==> src/rtl/dms_pkg.sv <==
// Shared types and constants for the DMS transmitter.
// Optional feature macro: DMS_TX_PARITY_EN adds the PAR state (parity symbol per frame).
package dms_pkg;

    localparam int SYM_LEN_DEF       = 8;
    localparam int KEY_W_DEF         = 32;
    localparam int SYM_HI_ZERO       = 2;
    localparam int SYM_HI_ONE_OFFSET = 2;

    typedef enum logic [2:0] {
        IDLE     = 3'd0,
        CFG_N    = 3'd1,
        CFG_D    = 3'd2,
        CFG_CAPS = 3'd3,
        WAIT     = 3'd4,
        SYM      = 3'd5,
`ifdef DMS_TX_PARITY_EN
        PAR      = 3'd6,
`endif
        END      = 3'd7
    } state_t;

    // floor(log2(v)); the largest key exponent that still fits the key register
    function automatic int flog2(input int v);
        int r;
        r = 0;
        for (int i = 1; i < 31; i++) begin
            if ((1 << i) <= v) r = i;
        end
        return r;
    endfunction

endpackage

==> src/rtl/dms_sym_gen.sv <==
// Symbol generator: one SYM_LEN-cycle pulse-width symbol per start, long high for 1, short for 0.
module dms_sym_gen
    import dms_pkg::*;
#(
    parameter int SYM_LEN = SYM_LEN_DEF
) (
    input  logic clk,
    input  logic reset,
    input  logic start,
    input  logic bit_in,
    output logic str,
    output logic done,
    output logic active
);

    localparam int CW = $clog2(SYM_LEN);
    localparam logic [CW-1:0] LAST    = CW'(SYM_LEN - 1);
    localparam logic [CW-1:0] HI_ONE  = CW'(SYM_LEN - SYM_HI_ONE_OFFSET);
    localparam logic [CW-1:0] HI_ZERO = CW'(SYM_HI_ZERO);

    logic [CW-1:0] cnt_q, cnt_d;
    logic          bit_q, bit_d;
    logic          active_q, active_d;

    // a start in the last cycle restarts the counter so symbols abut
    always_comb begin
        cnt_d    = cnt_q;
        bit_d    = bit_q;
        active_d = active_q;
        if (start) begin
            cnt_d    = '0;
            bit_d    = bit_in;
            active_d = 1'b1;
        end else if (active_q) begin
            if (cnt_q == LAST) begin
                cnt_d    = '0;
                active_d = 1'b0;
            end else begin
                cnt_d = cnt_q + CW'(1);
            end
        end
    end

    always_ff @(posedge clk or posedge reset) begin
        if (reset) begin
            cnt_q    <= '0;
            bit_q    <= 1'b0;
            active_q <= 1'b0;
        end else begin
            cnt_q    <= cnt_d;
            bit_q    <= bit_d;
            active_q <= active_d;
        end
    end

    assign str    = active_q && (cnt_q < (bit_q ? HI_ONE : HI_ZERO));
    assign done   = active_q && (cnt_q == LAST);
    assign active = active_q;

endmodule

==> src/rtl/dms_tx.sv <==
// DMS transmitter: serialises the key configuration, then pulse-width encodes message bits.
// Optional feature macro: DMS_TX_PARITY_EN appends an even-parity symbol to every frame.
module dms_tx
    import dms_pkg::*;
#(
    parameter int SYM_LEN = SYM_LEN_DEF,
    parameter int KEY_W   = KEY_W_DEF
) (
    input  logic             clk,
    input  logic             reset,
    input  logic             cfg_start,
    input  logic [3:0]       cfg_n,
    input  logic [KEY_W-1:0] cfg_d,
    input  logic [KEY_W-1:0] cfg_caps,
    input  logic             msg_valid,
    input  logic             msg_bit,
    input  logic             msg_last,
    output logic             msg_ready,
    output logic             str,
    output logic             mode,
    output logic             configured,
    output logic             busy,
    output logic             cfg_err,
    output logic             underrun
);

    localparam int MAX_N = flog2(KEY_W);
    // the counter must also reach 3 to walk the 4-bit n field
    localparam int CW = (MAX_N < 2) ? 2 : MAX_N;
    localparam logic [3:0]       MAX_N4 = 4'(MAX_N);
    localparam logic [KEY_W-1:0] ONE    = KEY_W'(1);

    state_t           state_q, state_d;
    logic [CW-1:0]    cnt_q, cnt_d;
    logic [3:0]       n_q, n_d;
    logic [KEY_W-1:0] d_q, d_d;
    logic [KEY_W-1:0] caps_q, caps_d;
    logic             last_q, last_d;
    logic             configured_q, configured_d;
    logic             cfg_err_q, cfg_err_d;
    logic             underrun_q, underrun_d;
`ifdef DMS_TX_PARITY_EN
    logic             par_q, par_d;
`endif

    logic             sym_start, sym_bit, sym_str, sym_done, sym_active;
    logic [CW-1:0]    key_last, key_idx;
    logic [1:0]       n_idx;
    logic             n_bit, d_bit, caps_bit;

    dms_sym_gen #(
        .SYM_LEN (SYM_LEN)
    ) u_sym (
        .clk    (clk),
        .reset  (reset),
        .start  (sym_start),
        .bit_in (sym_bit),
        .str    (sym_str),
        .done   (sym_done),
        .active (sym_active)
    );

    // keys go out MSB first, so the bit index counts down from 2^n-1
    always_comb begin
        key_last = CW'((32'd1 << n_q) - 32'd1);
        key_idx  = key_last - cnt_q;
        n_idx    = 2'd3 - cnt_q[1:0];
        n_bit    = n_q[n_idx];
        d_bit    = |(d_q & (ONE << key_idx));
        caps_bit = |(caps_q & (ONE << key_idx));
    end

    always_comb begin
        state_d      = state_q;
        cnt_d        = cnt_q;
        n_d          = n_q;
        d_d          = d_q;
        caps_d       = caps_q;
        last_d       = last_q;
        configured_d = configured_q;
        cfg_err_d    = 1'b0;
        underrun_d   = 1'b0;
        msg_ready    = 1'b0;
        sym_start    = 1'b0;
        sym_bit      = msg_bit;
`ifdef DMS_TX_PARITY_EN
        par_d        = par_q;
`endif
        case (state_q)
            IDLE, WAIT: begin
                if (cfg_start) begin
                    if (cfg_n > MAX_N4) begin
                        cfg_err_d = 1'b1;
                    end else begin
                        n_d          = cfg_n;
                        d_d          = cfg_d;
                        caps_d       = cfg_caps;
                        cnt_d        = '0;
                        configured_d = 1'b0;
                        state_d      = CFG_N;
                    end
                end else if (state_q == WAIT && configured_q) begin
                    msg_ready = 1'b1;
                    if (msg_valid) begin
                        sym_start = 1'b1;
                        last_d    = msg_last;
`ifdef DMS_TX_PARITY_EN
                        par_d     = msg_bit;
`endif
                        state_d   = SYM;
                    end
                end
            end
            CFG_N: begin
                if (cnt_q == CW'(3)) begin
                    cnt_d   = '0;
                    state_d = CFG_D;
                end else begin
                    cnt_d = cnt_q + CW'(1);
                end
            end
            CFG_D: begin
                if (cnt_q == key_last) begin
                    cnt_d   = '0;
                    state_d = CFG_CAPS;
                end else begin
                    cnt_d = cnt_q + CW'(1);
                end
            end
            CFG_CAPS: begin
                if (cnt_q == key_last) begin
                    cnt_d        = '0;
                    configured_d = 1'b1;
                    state_d      = WAIT;
                end else begin
                    cnt_d = cnt_q + CW'(1);
                end
            end
            SYM: begin
                // mid-frame: take the next bit in a symbol's last cycle, or any cycle while starved
                if (!last_q) begin
                    if (sym_done || !sym_active) begin
                        msg_ready = 1'b1;
                        if (msg_valid) begin
                            sym_start = 1'b1;
                            last_d    = msg_last;
`ifdef DMS_TX_PARITY_EN
                            par_d     = par_q ^ msg_bit;
`endif
                        end else if (sym_done) begin
                            underrun_d = 1'b1;
                        end
                    end
                end else if (sym_done) begin
`ifdef DMS_TX_PARITY_EN
                    sym_start = 1'b1;
                    sym_bit   = par_q;
                    state_d   = PAR;
`else
                    state_d   = END;
`endif
                end
            end
`ifdef DMS_TX_PARITY_EN
            PAR: begin
                if (sym_done) state_d = END;
            end
`endif
            END: begin
                state_d = WAIT;
            end
            default: begin
                state_d = IDLE;
            end
        endcase
    end

    always_ff @(posedge clk or posedge reset) begin
        if (reset) begin
            state_q      <= IDLE;
            cnt_q        <= '0;
            n_q          <= '0;
            d_q          <= '0;
            caps_q       <= '0;
            last_q       <= 1'b0;
            configured_q <= 1'b0;
            cfg_err_q    <= 1'b0;
            underrun_q   <= 1'b0;
`ifdef DMS_TX_PARITY_EN
            par_q        <= 1'b0;
`endif
        end else begin
            state_q      <= state_d;
            cnt_q        <= cnt_d;
            n_q          <= n_d;
            d_q          <= d_d;
            caps_q       <= caps_d;
            last_q       <= last_d;
            configured_q <= configured_d;
            cfg_err_q    <= cfg_err_d;
            underrun_q   <= underrun_d;
`ifdef DMS_TX_PARITY_EN
            par_q        <= par_d;
`endif
        end
    end

    always_comb begin
        str = 1'b0;
        case (state_q)
            CFG_N:    str = n_bit;
            CFG_D:    str = d_bit;
            CFG_CAPS: str = caps_bit;
            SYM:      str = sym_str;
`ifdef DMS_TX_PARITY_EN
            PAR:      str = sym_str;
`endif
            END:      str = 1'b1;
            default:  str = 1'b0;
        endcase
    end

    assign mode       = (state_q == CFG_N) || (state_q == CFG_D) || (state_q == CFG_CAPS);
    assign busy       = (state_q != IDLE) && (state_q != WAIT);
    assign configured = configured_q;
    assign cfg_err    = cfg_err_q;
    assign underrun   = underrun_q;

endmodule

==> config.mk <==
export PLATFORM = sky130hd
export DESIGN_NAME = dms_tx
export DESIGN_NICKNAME = d
export VERILOG_FILES = /design/src/rtl/dms_pkg.sv /design/src/rtl/dms_sym_gen.sv /design/src/rtl/dms_tx.sv
export SDC_FILE = /design/constraint.sdc
export NUM_CORES = 1
export LEC_CHECK = 0
export BUFFER_PORTS_ARGS = -buffer_cell sky130_fd_sc_hd__buf_2
export CORE_UTILIZATION = 52
export CTS_CLUSTER_DIAMETER = 50
export DETAILED_ROUTE_END_ITERATION = 10
export HOLD_SLACK_MARGIN = 0.1
export PLACE_DENSITY = 0.75
export SLEW_MARGIN = 10
export SYNTH_ARGS = -nofsm -noshare
export SYNTH_HDL_FRONTEND = slang
export SYNTH_HIERARCHICAL = 1
export SYNTH_SLANG_ARGS = --single-unit
==> constraint.sdc <==
create_clock -name clk -period 13.71 [get_ports clk]
set_clock_uncertainty 0.1 [all_clocks]
set_input_delay 1.371 -clock clk [delete_from_list [all_inputs] [get_ports clk]]
set_output_delay 1.371 -clock clk [all_outputs]
set_load 0.01 [all_outputs]
* After elaboration in Yosys (flattened, before gate mapping) *
Index checks and enable logic that the tools add are counted.

operators by class
  reductions and logical operators = 23
  divide/modulo/power cells = 0
  mux-type cells = 55
  $mul = 0
  order comparisons = 3
  shift operators = 2
  add/sub/neg operators = 5
  equal/unequal tests = 23
  bitwise logic cells = 3

operators with widths
  cell                    number
  $and A32 B32 Y32        2
  $reduce_or A32 Y1       2
  $mux W3                 13
  $shl A1 B5 Y32 const A  1
  $mux W1                 30
  $mux W5                 4
  $ne A2 B2 Y1 const B    10
  $pmux W3 S6             1
  $pmux W5 S3             1
  $eq A3 B3 Y1 const B    4
  $ne A3 B3 Y1 const B    4
  $pmux W1 S2             4
  $reduce_and A4 Y1       2
  $reduce_and A8 Y1       1
  $eq A3 B2 Y1 const B    2
  $reduce_and A3 Y1       2
  $reduce_bool A2 Y1      3
  $reduce_bool A3 Y1      2
  $add A5 B1 Y5 const B   1
  $eq A5 B2 Y1 const B    1
  $eq A5 B5 Y1            1
  $pmux W1 S5             1
  $shl A1 B4 Y5 const A   1
  $sub A5 B1 Y5 const B   1
  other kinds (14)        20

storage, ports and cells
  register bits after elaboration = 85
  input port bits = 74
  output and inout bits = 7
  bits in latches = 0
  memories kept = 0
  ROM bits = 0
  memory bits (writable) = 0
  logic and storage cells = 126

* Depth between registers and ports, before layout *
Gate-level depths: netlist of run 1.

  depth after elaboration = 7
  mapped depth = 18
  mapped depth without buffers = 14

* By module *
The synthesis of run 1 kept the hierarchy.

by module, submodules not included
  module       times used  area an instance (µm²)  cells each
  dms_tx       1           4433.0                  406
  dms_sym_gen  1           257.7                   24

* Worst setup path before layout of run 1 *
OpenSTA, ideal clock, no wires.

  kind = reg-to-output
  start = register n_q[2]
  end = output port str
  buffers on the path = 2
  required time = 12.239 ns
  cell stages (with the launch flop) = 15
  arrival = 3.883 ns
  path slack = 8.356 ns
  cells stage by stage = dfrtp_1 > or2_1 > clkbuf_1 > or3_1 > ha_1 > fa_1 > nand2b_1 > a21oi_1 > xnor2_1 > clkbuf_1 > mux2_2 > nand3_1 > nand4b_1 > nor3_2 > nor3_1

on the way
  longest elaborated chain between the ends = 7
  elaborated cells between the ends (all ways) = 11
  classes of those cells = add/sub: 2; shift: 2; mux: 3; bitwise: 2; reduce/logical: 2

RTL lines
  element                                      RTL line                    text
  start: declaration                           dms_tx.sv:35                logic [3:0] n_q, n_d;
  start signal: assignment                     dms_tx.sv:195               n_q <= n_d;
  $shl A1 B4 Y5                                dms_tx.sv:65                key_last = CW'((32'd1 << n_q) - 32'd1);
  $sub A5 B1 Y5                                dms_tx.sv:65
  $sub A5 B5 Y5                                dms_tx.sv:66                key_idx = key_last - cnt_q;
  $shl A1 B5 Y32                               dms_tx.sv:69, dms_tx.sv:70
  $and A32 B32 Y32, on equally long branches   dms_tx.sv:70, dms_tx.sv:69
  $reduce_or A32 Y1, on equally long branches  dms_tx.sv:70, dms_tx.sv:69
  $pmux W1 S5 *                                dms_tx.sv:210               case (state_q)
  end: declaration                             dms_tx.sv:19                output logic str,

Mark *: on every way between the ends. The rest lies on a longest branch, timed or not. The select of a mux whose other input is x is not followed.

* Final worst setup path of run 1 *
Ends and elaborated chain as after synthesis.

==> results of run 1 <==
layer usage:
metal	global-route usage	part of all wire
met4	0.0551	0.013
met2	0.389	0.49
met1	0.330	0.45
met3	0.0419	0.044
met5	0	0
worst paths after layout:
check	end	slack, ns
setup reg to reg	state_q[1]	10.31
setup / recovery	str	7.09
max in group asynchronous	d_q[28]	11.42
min in group asynchronous	u_sym/active	0.80
hold / removal	u_sym/cnt_q[0]	0.40
hold reg to reg	u_sym/cnt_q[0]	0.40
synth_stat cells (all sizes together) (9+ instances only):
cell type,n,area (µm²)
a21oi,12,60.1
a31oi,9,56.3
buf,11,46.3
clkbuf,14,52.6
dfrtp,85,2130
ha,9,113
inv,14,52.6
mux2,73,826
nand2,27,101
nand3,17,85.1
nand4,9,56.3
nor2,21,78.8
o21ai,16,80.1
layout make-up:
type,count,area share
multi-input cells,304,0.449
flip-flops and latches,85,0.396
repair buffers,82,0.0774
well taps,108,0.0252
clock buffers,9,0.0231
clock inverters,6,0.0175
inverters,16,0.0112
per-stage QoR:
step	hold WS, ns	std cells
after floorplan	0.349	430
after global placement	0.377	595
after detailed placement	0.383	595
after CTS	0.402	610
after global routing	0.430	610
final	0.399	610
worst max-delay path, cell delays in order (launching register included):
cell and delay, ns:
sky130_fd_sc_hd__dfrtp_1 0.41, sky130_fd_sc_hd__or2_1 0.31, sky130_fd_sc_hd__or3_1 0.36, sky130_fd_sc_hd__ha_1 0.34, sky130_fd_sc_hd__fa_1 0.59, sky130_fd_sc_hd__nand2b_1 0.29
sky130_fd_sc_hd__a21oi_1 0.54, sky130_fd_sc_hd__xnor2_1 0.60, sky130_fd_sc_hd__mux2i_1 0.28, sky130_fd_sc_hd__a211oi_1 0.10, sky130_fd_sc_hd__or4_1 0.58, sky130_fd_sc_hd__nor3_2 0.13
sky130_fd_sc_hd__nor3_1 0.08, sky130_fd_sc_hd__buf_2 0.16
registers in the layout, summed over array words and instances (netlist names):
name and flops:
n_q 4, d_q 32, underrun 1, last_q 1, state_q 3, u_sym/bit_q 1
caps_q 32, configured 1, cfg_err 1, u_sym/active 1, u_sym/cnt_q 3, cnt_q 5
logic make-up (layout without fill, tap and decap cells):
group	after synthesis	in the layout	share of synthesized area
AO/OA/AOI/OAI	81	81	0.126
XOR/XNOR	6	6	0.0152
adder cells (fa/ha/maj)	10	10	0.0283
buffers and inverters	41	113	0.0339
flip-flops	85	85	0.453
multiplexers	82	82	0.198
AND/OR/NAND/NOR	125	125	0.146
==> impl_metrics.prom, run 1 <==
# TYPE chip_impl_metric gauge
chip_impl_metric{name="final.setup.worst_slack",unit="ns"} 7.09
chip_impl_metric{name="drt_iter0_markers",unit=""} 212
chip_impl_info{name="rr_startpoint",value="n_q[2]"} 1
chip_impl_info{name="timing.hold.worst.start",value="u_sym/cnt_q[0]"} 1
chip_impl_metric{name="holdBufCountCts",unit=""} 0
chip_impl_metric{name="hpwl",unit="mm"} 7.47
chip_impl_metric{name="htree_num_levels",unit=""} 3
chip_impl_metric{name="die_area",unit="µm²"} 9400
chip_impl_info{name="rsz0062_at_grt",value="false"} 1
chip_impl_metric{name="finalSetupViolations",unit=""} 0
chip_impl_info{name="layout.cells.most_common",value="sky130_fd_sc_hd__dfrtp_1"} 1
chip_impl_metric{name="crit_path_max_fanout",unit=""} 14
chip_impl_metric{name="synth_cells",unit=""} 430
chip_impl_metric{name="cts_resized",unit=""} 0
chip_impl_metric{name="multi_input_comb_area",unit="µm²"} 2410
chip_impl_metric{name="finalHoldViolCount",unit=""} 0
chip_impl_metric{name="timing_max_transition_violations_final",unit=""} 0
chip_impl_info{name="path_type_of_the_worst_setup_path",value="flip-flop to primary output"} 1
chip_impl_metric{name="tightest_slew",unit="ns"} 1.24
chip_impl_metric{name="detail_route.vias_per_cell",unit=""} 6.02
chip_impl_metric{name="achievable-frequency",unit="GHz"} 0.151
chip_impl_info{name="cts.root.buffer_cell",value="sky130_fd_sc_hd__clkbuf_8"} 1
chip_impl_metric{name="detailroute.via_count",unit=""} 3674
chip_impl_metric{name="grt_overflow_total",unit=""} 0
chip_impl_metric{name="numClockSinks",unit=""} 85
chip_impl_metric{name="synth.ff_latch_count",unit=""} 85
chip_impl_metric{name="finalInstanceArea",unit="µm²"} 5370
chip_impl_metric{name="cts.path.max_buffers",unit=""} 2
chip_impl_metric{name="grt_antenna_before_repair",unit=""} 0
chip_impl_metric{name="dpl_cell_area",unit="µm²"} 5150
chip_impl_metric{name="max-cap-violations",unit=""} 0
chip_impl_metric{name="core-area",unit="µm²"} 8720
chip_impl_info{name="run_status",value="complete, no violations"} 1
chip_impl_metric{name="gr-usage-all-layers",unit=""} 0.238
chip_impl_metric{name="design.final.nets",unit=""} 582
chip_impl_metric{name="holdPathStages",unit=""} 1
chip_impl_info{name="hold_path_class",value="flip-flop to flip-flop"} 1
chip_impl_metric{name="detailedPlace.worstSlack",unit="ns"} 7.54
chip_impl_metric{name="die_width",unit="µm"} 97.0
chip_impl_metric{name="layout-area-overhead-vs-synth",unit="%"} 14.4
chip_impl_metric{name="post-route-util",unit=""} 0.615
chip_impl_metric{name="grt_start_max_net_pins",unit=""} 70
chip_impl_metric{name="route.detailed.drc",unit=""} 0
chip_impl_metric{name="post_synthesis_average_cell_area",unit="µm²"} 10.9
chip_impl_metric{name="route.detailed.wl_per_inst",unit="µm"} 17.4
chip_impl_metric{name="start_util",unit=""} 0.538
chip_impl_metric{name="final.fill_count",unit=""} 751
chip_impl_metric{name="gpl.final_weighted_congestion",unit=""} 0.879
chip_impl_info{name="timing.critical_path.to_type",value="primary output"} 1
chip_impl_info{name="setup.worst_path.start",value="n_q[2]"} 1
chip_impl_metric{name="postRouteWirelength",unit="mm"} 10.6
chip_impl_info{name="layout.cells.most_common_list",value="sky130_fd_sc_hd__dfrtp_1, sky130_fd_sc_hd__buf_2, sky130_fd_sc_hd__mux2_2"} 1
chip_impl_metric{name="cp_data_arrival_time",unit="ns"} 5.15
chip_impl_metric{name="synth_seq_area_share",unit=""} 0.453
chip_impl_info{name="clock_tree_from_tritoncts",value="built"} 1
chip_impl_metric{name="die_h",unit="µm"} 97.0
chip_impl_metric{name="tns",unit="ns"} 0
chip_impl_metric{name="grt_pass1_wl",unit="mm"} 18.2
chip_impl_metric{name="reg2reg_depth",unit=""} 12
chip_impl_metric{name="worst_ep_required_time",unit="ns"} 12.24
chip_impl_info{name="synth-main-ff-cell",value="sky130_fd_sc_hd__dfrtp_1"} 1
chip_impl_metric{name="drt-pass1-iter-count",unit=""} 4
chip_impl_metric{name="antennaDiodeCount",unit=""} 0
chip_impl_metric{name="cts_buffers",unit=""} 9
chip_impl_metric{name="proportion_of_layout_cells_with_a_drive_suffix_above_1",unit=""} 0.355
chip_impl_metric{name="numPortBuffers",unit=""} 80
chip_impl_metric{name="number_of_global_route_vias_before_repair",unit=""} 3731
chip_impl_metric{name="layout_min_cycle_time",unit="ns"} 6.62
chip_impl_metric{name="synth_nets",unit=""} 514
chip_impl_metric{name="num_rows",unit=""} 34
chip_impl_metric{name="min_period_over_period",unit=""} 0.483
chip_impl_metric{name="number_of_enable_type_register_cells_in_the_synthesized_netlist",unit=""} 0
chip_impl_metric{name="layout.area.seq",unit="µm²"} 2130
chip_impl_metric{name="path_clk_slew",unit="ns"} 0.09
chip_impl_info{name="crit_path_start_kind",value="flip-flop"} 1
chip_impl_metric{name="ios",unit=""} 81
chip_impl_metric{name="synth_cell_types",unit=""} 66
chip_impl_metric{name="route.antenna.remaining_nets",unit=""} 0
chip_impl_metric{name="yosys_warnings",unit=""} 6
chip_impl_metric{name="post_synthesis_instance_area",unit="µm²"} 4690
chip_impl_metric{name="synth_async_sr_flop_share",unit=""} 1.00
chip_impl_metric{name="slew_headroom",unit=""} 0.167
chip_impl_metric{name="clk-insertion-delay-late",unit="ns"} 0.36
chip_impl_metric{name="cts.repair_timing.setup_buffer_count",unit=""} 0
Power of run 1 is not shown: default switching activity piles up to over one toggle a cycle in this logic, so the estimate is an artifact.
==> inputs of run 2 (changes only) <==
==> constraint.sdc (replaced) <==
create_clock -name clk -period 6.7 [get_ports clk]
set_clock_uncertainty 0.1 [all_clocks]
set_input_delay 0.67 -clock clk [delete_from_list [all_inputs] [get_ports clk]]
set_output_delay 0.67 -clock clk [all_outputs]
set_load 0.01 [all_outputs]
==> impl_metrics.prom, run 2 (synthesis gave the netlist of run 1 again) <==
# TYPE chip_impl_metric gauge
chip_impl_info{name="run_status",value="complete, no violations"} 1
chip_impl_metric{name="achievable-frequency",unit="GHz"} 0.166
chip_impl_metric{name="detailroute.via_count",unit=""} 3731
chip_impl_metric{name="timing_max_transition_violations_final",unit=""} 0
chip_impl_metric{name="slowest_cell_delay_on_critical_path",unit="ns"} 1.08
chip_impl_metric{name="crit_path_max_fanout",unit=""} 16
chip_impl_info{name="crit_end",value="str"} 1
chip_impl_info{name="cp_common_cell",value="sky130_fd_sc_hd__ha_1"} 1
chip_impl_info{name="crit_path_start_kind",value="flip-flop"} 1
chip_impl_metric{name="critical_path.n_buffers_inverters",unit=""} 1
chip_impl_metric{name="worst_ep_required_time",unit="ns"} 5.93
chip_impl_metric{name="cts.path.max_buffers",unit=""} 2
chip_impl_metric{name="grt_start_max_net_pins",unit=""} 70
chip_impl_metric{name="start_util",unit=""} 0.538
chip_impl_metric{name="gr-usage-all-layers",unit=""} 0.237
chip_impl_metric{name="met3RoutedLength",unit="µm"} 500
chip_impl_metric{name="num_rows",unit=""} 34
chip_impl_metric{name="detail_route.vias_per_cell",unit=""} 6.10
chip_impl_info{name="biggestRegsByFlops",value="caps_q: 32 flops, d_q: 32 flops, cnt_q: 5 flops"} 1
chip_impl_metric{name="drt-pass1-iter-count",unit=""} 4
chip_impl_metric{name="core-area",unit="µm²"} 8720
chip_impl_metric{name="finalHoldViolCount",unit=""} 0
chip_impl_metric{name="route.detailed.drc",unit=""} 0
chip_impl_metric{name="hpwl",unit="mm"} 7.60
chip_impl_metric{name="max-cap-violations",unit=""} 0
chip_impl_info{name="layout.cells.most_common",value="sky130_fd_sc_hd__dfrtp_1"} 1
chip_impl_metric{name="design.final.nets",unit=""} 584
chip_impl_metric{name="grt_overflow_total",unit=""} 0
chip_impl_metric{name="grt_pass1_wl",unit="mm"} 18.2
chip_impl_metric{name="final.fill_count",unit=""} 718
chip_impl_info{name="path_type_of_the_worst_setup_path",value="flip-flop to primary output"} 1
chip_impl_metric{name="finalSetupViolations",unit=""} 0
chip_impl_metric{name="die_area",unit="µm²"} 9400
chip_impl_info{name="rr_startpoint",value="n_q[2]"} 1
chip_impl_info{name="clock_tree_from_tritoncts",value="built"} 1
chip_impl_metric{name="timing.reg2reg.setup_slack",unit="ns"} 3.22
chip_impl_metric{name="cp_data_arrival_time",unit="ns"} 5.24
chip_impl_metric{name="cts_buffers",unit=""} 9
chip_impl_metric{name="wl_met1",unit="mm"} 4.85
chip_impl_info{name="hold_path_class",value="input pin to async pin"} 1
chip_impl_metric{name="cts.repair_timing.setup_buffer_count",unit=""} 0
chip_impl_metric{name="layout-area-overhead-vs-synth",unit="%"} 14.6
chip_impl_metric{name="postRouteWirelength",unit="mm"} 10.8
chip_impl_metric{name="numClockSinks",unit=""} 85
chip_impl_metric{name="met2_wirelength",unit="mm"} 5.25
chip_impl_metric{name="cts_resized",unit=""} 0
chip_impl_metric{name="grt_antenna_before_repair",unit=""} 0
chip_impl_metric{name="tightest_slew",unit="ns"} 1.33
chip_impl_info{name="dr.max_layer_used",value="met4"} 1
chip_impl_metric{name="antennaDiodeCount",unit=""} 0
chip_impl_info{name="setup.worst_path.start",value="n_q[2]"} 1
chip_impl_metric{name="gpl.final_weighted_congestion",unit=""} 0.877
chip_impl_info{name="rsz0062_at_grt",value="false"} 1
chip_impl_metric{name="path_clk_slew",unit="ns"} 0.09
chip_impl_metric{name="dp.cells",unit=""} 597
chip_impl_metric{name="layout_min_cycle_time",unit="ns"} 6.01
chip_impl_metric{name="final-instance-count-excl-fill",unit=""} 612
chip_impl_metric{name="number_of_global_route_vias_before_repair",unit=""} 3775
chip_impl_info{name="regToRegEndpoint",value="state_q[2]"} 1
chip_impl_metric{name="slew_headroom",unit=""} 0.107
chip_impl_metric{name="route.detailed.wl_per_inst",unit="µm"} 17.6
chip_impl_metric{name="htree_num_levels",unit=""} 3
chip_impl_info{name="timing.critical_path.max_delay_family",value="simple AND/OR/NAND/NOR gates"} 1
chip_impl_info{name="ordered_cell_list_for_the_critical_path",value="or2_1 -> or3_1 -> ha_1 -> xor2_1 -> ha_1 -> nand2b_1 -> a21oi_1 -> xnor2_1 -> mux2i_1 -> a211oi_1 -> or4_1 -> nor3_2 -> nor3_1 -> buf_2"} 1
chip_impl_info{name="crit_path_top_delay_cell",value="sky130_fd_sc_hd__xnor2_1"} 1
chip_impl_info{name="timing.critical_path.to_type",value="primary output"} 1
chip_impl_metric{name="drt_iter0_markers",unit=""} 251
chip_impl_metric{name="numPortBuffers",unit=""} 80
chip_impl_metric{name="tns",unit="ns"} 0
chip_impl_metric{name="die_width",unit="µm"} 97.0
chip_impl_metric{name="clk-insertion-delay-late",unit="ns"} 0.35
chip_impl_metric{name="reg2reg_depth",unit=""} 11
chip_impl_metric{name="ios",unit=""} 81
chip_impl_metric{name="route.antenna.remaining_nets",unit=""} 0
chip_impl_metric{name="worstSetupPathDepth",unit=""} 14
chip_impl_info{name="cts.root.buffer_cell",value="sky130_fd_sc_hd__clkbuf_8"} 1
chip_impl_metric{name="proportion_of_layout_cells_with_a_drive_suffix_above_1",unit=""} 0.355
chip_impl_metric{name="holdBufCountCts",unit=""} 0
chip_impl_metric{name="die_h",unit="µm"} 97.0
chip_impl_metric{name="min_period_over_period",unit=""} 0.897
chip_impl_info{name="layout.cells.most_common_list",value="sky130_fd_sc_hd__dfrtp_1, sky130_fd_sc_hd__buf_2, sky130_fd_sc_hd__mux2_2"} 1
## run 2: cell types whose count changed in the layout (fill, tap and decap cells not counted)
cell / before / now
sky130_fd_sc_hd__buf_4: 2 / 4
sky130_fd_sc_hd__clkbuf_1: 0 / 1
sky130_fd_sc_hd__inv_8: 1 / 0
sky130_fd_sc_hd__clkinvlp_4: 0 / 2
sky130_fd_sc_hd__inv_6: 2 / 1
sky130_fd_sc_hd__clkinv_2: 1 / 0
## run 2: layout make-up
class,count,area (µm²),share of cell area
Clock inverter,5,83.8,0.0156
Tap cell,108,135,0.0251
Sequential cell,85,2130,0.396
Inverter,16,60.1,0.0112
Multi-Input combinational cell,304,2410,0.448
Timing Repair Buffer,84,430,0.0801
Clock buffer,10,128,0.0237
## run 2: through the flow
stage / area, µm² / util / setup slack [ns] / hold WS [ns]
after floorplan: 4690 / - / 2.05 / 0.349
after global placement: 5160 / 0.592 / 1.40 / 0.378
after detailed placement: 5160 / 0.592 / 1.23 / 0.391
after CTS: 5370 / 0.616 / 0.811 / 0.119
after global routing: 5370 / 0.616 / 0.500 / 0.138
final: 5370 / 0.616 / 0.690 / 0.124
## run 2: worst reg2reg max path: stages, from the launching register on
cell                      delay, ns
sky130_fd_sc_hd__dfrtp_1       0.41
sky130_fd_sc_hd__or2_1         0.32
sky130_fd_sc_hd__or3_1         0.38
sky130_fd_sc_hd__ha_1          0.23
sky130_fd_sc_hd__xor2_1        0.17
sky130_fd_sc_hd__ha_1          0.60
sky130_fd_sc_hd__nand4_1       0.20
sky130_fd_sc_hd__o21ai_0       0.28
sky130_fd_sc_hd__a21o_1        0.25
sky130_fd_sc_hd__nand2_1       0.15
sky130_fd_sc_hd__nor3_1        0.21
sky130_fd_sc_hd__nor2_1        0.08
## run 2: how the worst min path moves through the flow
stage                         from             end  slack, ns  depth (start not counted)
floorplan                    reset    u_sym/active       0.35                          1
finish                       reset    u_sym/active       0.12                          2
global placement    u_sym/cnt_q[0]  u_sym/cnt_q[0]       0.38                          1
global route                 reset    u_sym/active       0.14                          2
detailed placement  u_sym/cnt_q[0]  u_sym/cnt_q[0]       0.39                          1
CTS                          reset    u_sym/active       0.12                          2
## run 2: metal layers
layer | track usage | up-vias
met5 | 0 | -
met4 | 0.0608 | 0
met3 | 0.0390 | 17
met2 | 0.396 | 115
met1 | 0.323 | 1857
li1 | - | 1742
Power of run 2 is left out for the same reason.
